<file path="config.mk">
export PLATFORM = sky130hd
export DESIGN_NAME = hazard_ctrl
export DESIGN_NICKNAME = d
export VERILOG_FILES = /design/src/rtl/hazard_ctrl.sv
export SDC_FILE = /design/constraint.sdc
export NUM_CORES = 1
export LEC_CHECK = 0
export BUFFER_PORTS_ARGS = -buffer_cell sky130_fd_sc_hd__clkbuf_2
export CAP_MARGIN = 0
export CORE_UTILIZATION = 36
export DETAILED_ROUTE_END_ITERATION = 8
export PLACE_DENSITY = 0.77
export RECOVER_POWER = 25
export SYNTH_ARGS = -nofsm -noshare
export SYNTH_HDL_FRONTEND = slang
export SYNTH_SLANG_ARGS = --single-unit
export TNS_END_PERCENT = 50
</file>
<file path="constraint.sdc">
create_clock -name CLK -period 1.8 [get_ports CLK]
set_clock_uncertainty 0.05 [all_clocks]
set_input_delay 0.18 -clock CLK [delete_from_list [all_inputs] [get_ports CLK]]
set_output_delay 0.18 -clock CLK [all_outputs]
set_load 0.005 [all_outputs]
</file>
<file path="src/rtl/hazard_ctrl.sv">
// Pipeline hazard controller: load-use interlock, SYSTEM serialization, branch resolve wait.
// Stall/bubble/flush are combinational in the same cycle; MEM_STALL freezes all controller state.
module hazard_ctrl (
  input  logic        CLK,
  input  logic        reset,
  input  logic [31:0] DE_IR,
  input  logic        DE_V,
  input  logic [31:0] EXE_IR,
  input  logic        EXE_V,
  input  logic [4:0]  EXE_DRID,
  input  logic        MEM_STALL,
  input  logic        EXE_BR_DONE,
  input  logic        EXE_BR_TAKEN,
  output logic        DE_STALL,
  output logic        DE_BUBBLE,
  output logic        FE_FLUSH,
  output logic [1:0]  CTRL_STATE,
  output logic [15:0] STALL_CNT
);

  localparam logic [6:0] OP_LOAD   = 7'b0000011;
  localparam logic [6:0] OP_BRANCH = 7'b1100011;
  localparam logic [6:0] OP_SYSTEM = 7'b1110011;

  typedef enum logic [1:0] {
    RUN     = 2'd0,
    LDUSE   = 2'd1,
    BR_WAIT = 2'd2,
    SERIAL  = 2'd3
  } state_t;

  state_t      r_state;
  logic [1:0]  r_ser_cnt;
  logic [15:0] r_stall_cnt;

  logic [6:0] w_de_op;
  logic [6:0] w_ex_op;
  logic       w_rs1_used;
  logic       w_rs2_used;
  logic       w_ldhaz;
  logic       w_de_sys;
  logic       w_de_br;
  logic       w_stall;
  logic       w_bubble;
  logic       w_flush;
  logic       w_unused_ir;

  assign w_de_op = DE_IR[6:0];
  assign w_ex_op = EXE_IR[6:0];

  // LUI, AUIPC and JAL carry immediate bits where rs1 would sit.
  assign w_rs1_used = !(w_de_op == 7'b0110111 || w_de_op == 7'b0010111 ||
                        w_de_op == 7'b1101111);
  assign w_rs2_used = (w_de_op == 7'b0110011) || (w_de_op == 7'b0111011) ||
                      (w_de_op == 7'b0100011) || (w_de_op == 7'b1100011);

  assign w_ldhaz = EXE_V && (w_ex_op == OP_LOAD) && (EXE_DRID != 5'd0) && DE_V &&
                   ((w_rs1_used && (EXE_DRID == DE_IR[19:15])) ||
                    (w_rs2_used && (EXE_DRID == DE_IR[24:20])));
  assign w_de_sys = DE_V && (w_de_op == OP_SYSTEM);
  assign w_de_br  = DE_V && (w_de_op == OP_BRANCH);

  assign w_unused_ir = &{1'b0, DE_IR[31:25], DE_IR[14:7], EXE_IR[31:7]};

  always_comb begin
    w_stall  = 1'b0;
    w_bubble = 1'b0;
    w_flush  = 1'b0;
    if (reset) begin
      w_stall = 1'b0;
    end else if (MEM_STALL) begin
      w_stall = 1'b1;
    end else begin
      case (r_state)
        RUN, LDUSE: begin
          if (w_ldhaz || w_de_sys) begin
            w_stall  = 1'b1;
            w_bubble = 1'b1;
          end
        end
        SERIAL: begin
          if (r_ser_cnt != 2'd0) begin
            w_stall  = 1'b1;
            w_bubble = 1'b1;
          end
        end
        BR_WAIT: begin
          w_bubble = 1'b1;
          if (EXE_BR_DONE && EXE_BR_TAKEN) w_flush = 1'b1;
          else                             w_stall = 1'b1;
        end
        default: w_stall = 1'b0;
      endcase
    end
  end

  always_ff @(posedge CLK) begin
    if (reset) begin
      r_state     <= RUN;
      r_ser_cnt   <= 2'd0;
      r_stall_cnt <= 16'd0;
    end else if (!MEM_STALL) begin
      if (w_stall && (r_stall_cnt != 16'hFFFF)) r_stall_cnt <= r_stall_cnt + 16'd1;
      case (r_state)
        RUN, LDUSE: begin
          if (w_ldhaz) begin
            r_state <= LDUSE;
          end else if (w_de_sys) begin
            r_ser_cnt <= 2'd2;
            r_state   <= SERIAL;
          end else if (w_de_br) begin
            r_state <= BR_WAIT;
          end else begin
            r_state <= RUN;
          end
        end
        SERIAL: begin
          if (r_ser_cnt != 2'd0) r_ser_cnt <= r_ser_cnt - 2'd1;
          else                   r_state   <= RUN;
        end
        BR_WAIT: begin
          if (EXE_BR_DONE) r_state <= RUN;
        end
        default: r_state <= RUN;
      endcase
    end
  end

  assign DE_STALL   = w_stall;
  assign DE_BUBBLE  = w_bubble;
  assign FE_FLUSH   = w_flush;
  assign CTRL_STATE = r_state;
  assign STALL_CNT  = r_stall_cnt;

endmodule

</file>
==> summary.txt <==
Status
  – Outcome: complete, but fails checks
  – Failing checks: negative setup slack

Logic synthesis
  – Post-Synth Simple-Gate Area: 28.4%
  – Syn_nets: 236
  – Avg Cell Area, Syn: 7.93 um^2
  – Post-synthesis compound-gate area fraction: 23.1%
  – Ys async rst share: 0%
  – Most used DFF post-synth: dfxtp_1
  – Mapped Area: 0.00125 mm^2
  – Largest cells by area after synthesis: dfxtp_1 (32%), xor2_1 (6.3%), a21oi_1 (4.0%)
  – Synth Area in XOR/XNOR: 7.69%
  – Sequential element share of the synthesized area: 32.0%
  – Unique cell type count in the Yosys netlist: 37
  – Yosys warning total: 0
  – Area share of the largest cell type after synthesis: 32.0%
  – Adder-cell share of the synthesized area: 2.00%
  – Synth Instances: 158
  – Largest family of logic cells by synthesized area: simple AND/OR/NAND/NOR gates
  – Post-synth EDFFs: 0
  – Number of synthesized register bits: 20
  – Cell taking the most area after synthesis: dfxtp_1
  – Proportion of synthesized area in mux cells: 2.40%

Pwr
  – Leakage: 0.896 nW
  – Overall power: 0.000867 W
  – Pwr/cell area: 411 mW/mm^2
  – Worst IR Drop VDD: 269 uV

Routing
  – Final wirelength: 4120 um
  – Final ANT Viol Nets: 0
  – DR vias/cell: 5.27
  – Met1 WL: 1820 um
  – Vias: 1581
  – Routed len/inst: 13.7 um
  – DRT iter0 DRCs: 88
  – Drt pass-1 iters: 4
  – Routed length on met3: 182 um
  – Residual DRC count: 0
  – Met2 routed WL: 2090 um
  – Top sig layer: met4

Die
  – Die Y: 61.0 um
  – Die X: 61.0 um
  – Starting Density: 37.5%
  – # rows: 21
  – I/O pin total: 97
  – Area of the core: 0.00334 mm^2
  – Die footprint: 0.00372 mm^2

Setup path
  – Crit path largest cell delay: 410 ps
  – CP Max Fanout: 7
  – WS Path Type: register to register
  – Worst r2r src: CTRL_STATE[0]
  – Crit path capture type: register
  – Critical Path RT: 1980 ps
  – Crit path from: CTRL_STATE[0]
  – Critical path cell sequence: nand3b_1 > a31oi_4 > and2_4 > a211o_4 > buf_12 > or3_1 > a21oi_1
  – CP Data Arrival Time: 2230 ps
  – Crit-path slowest cell: dfxtp_1
  – Critical path startpoint category: register

CTS
  – H-tree depth: 1
  – Total CTS buffers: 3
  – CTS Hold Bufs: 0
  – Clock transition at the registers of the reported paths: 110 ps
  – Clk_lat worst skew: 310 ps
  – CTS Root Cell: clkbuf_4
  – Num Clock Sinks: 20
  – Clock Path Buffers: 2
  – CTS tree: built

Min path
  – Start point of the worst hold path: EXE_BR_DONE
  – Hold Crit Class: primary input to register

Global route
  – First-pass GRT wire length: 5990 um
  – Antenna violations before repair: 0
  – Largest net degree at the start of global routing: 20
  – Overall Global Routing Usage: 21.6%
  – GRT overflow: 0
  – Vias in the first global route: 1425

Timing
  – Final hold violations: 0
  – Final setup vio count: 19
  – Peak Freq: 486 MHz
  – Worst slew margin: 74.6%
  – Setup_tns: -2990 ps
  – Worst slew pin tran: 380 ps
  – Fin. max-slew vios: 0
  – Post-route setup slack: -256 ps
  – Fin crit share: 114%
  – RSZ-0062 raised after global routing: yes
  – Crit path time final: 2060 ps

Placement
  – Number of buffers added on ports: 56
  – GPL Wtd Cong: 0.836
  – DPL Wire Length: 2850 um

Finish
  – Commonest non-fill, non-tap cell in the layout: clkbuf_2
  – Fill cell count: 291
  – Footprint of the multi-input gates: 921 um^2
  – Antenna diode count: 0
  – Storage element area: 409 um^2
  – Layout area overhead: 68.3%
  – # nets final: 333
  – Share of cells above drive strength 1: 52.8%
  – Most frequent cells in the layout: clkbuf_2 (54), buf_4 (38), dfxtp_1 (13)

Flow run
  – Max Cap Viol: 0
==> per-layer routing <==
metal	track usage [%]	up-vias
li1	-	792
met1	27.3	728
met2	37.5	57
met3	3.84	4
met4	6.17	0
met5	0	-
==> sequential cells by signal (all words and copies together), names as in the netlist <==
| signal | cells |
|---|---|
| CTRL_STATE | 2 |
| STALL_CNT | 16 |
| r_ser_cnt | 2 |
==> Yosys cell counts (all sizes together) (4+ instances only) <==
library cell / count
dfxtp: 20
nand2: 12
a21oi: 10
nand3: 10
o21ai: 9
xor2: 9
inv: 6
nor3: 6
o31ai: 6
and2: 5
clkbuf: 5
nor2: 5
or3: 5
nand4: 4
nor4: 4
o211ai: 4
or4: 4
==> cell families after synthesis <==
group,after synthesis
AO/OA/AOI/OAI,44
XOR/XNOR,11
adder cells (fa/ha/maj),2
buffers and inverters,14
flip-flops,20
multiplexers,3
AND/OR/NAND/NOR,64
==> timing repair <==
| item | CTS | global route |
|---|---|---|
| setup buffers | 4 | 1 |
| pin swaps | 10 | 11 |
| gates cloned | 1 | 1 |
| setup endpoints to repair | 16 | 20 |
| gates resized for setup | 17 | 19 |
==> through the flow <==
step | util [%] | area, um^2 | hold WS [ps] | std cells | worst slack, ps
6_report | 63.2 | 2110 | 232 | 300 | -256
3_3_place_gp | 55.8 | 1860 | 446 | 289 | -303
3_5_place_dp | 55.8 | 1860 | 454 | 289 | -361
2_1_floorplan | - | 1280 | 392 | 158 | -113
5_1_grt | 63.2 | 2110 | 251 | 300 | -317
4_1_cts | 60.2 | 2010 | 224 | 298 | -180
==> layout make-up <==
class,instances,share of cell area [%]
clock buffer,4,1.72
inverter,6,1.07
multi-input combinational,124,43.7
sequential,20,19.4
tap,46,2.73
timing repair buffer,100,31.4
==> where the power goes <==
part	switching (W)	internal, W	leakage (nW)
sequential	0.00000107	0.000444	0.165
clock	0.000138	0.000124	0.0210
combinational	0.0000741	0.0000864	0.710
==> path summary, 6_finish.rpt <==
check                   to  depth (start not counted)  slack, ps
min reg2reg  STALL_CNT[15]                          2        480
min          CTRL_STATE[1]                          4        230
max           STALL_CNT[5]                          7       -260
max reg2reg   STALL_CNT[5]                          7       -260
==> critical path, delay by kind of cell, from the launching register on <==
kind,cells,cell delay [ps]
flip-flops,1,410
AO/OA/AOI/OAI,3,640
buffers and inverters,1,140
AND/OR/NAND/NOR,3,740
(Power assumes the default switching activity.)
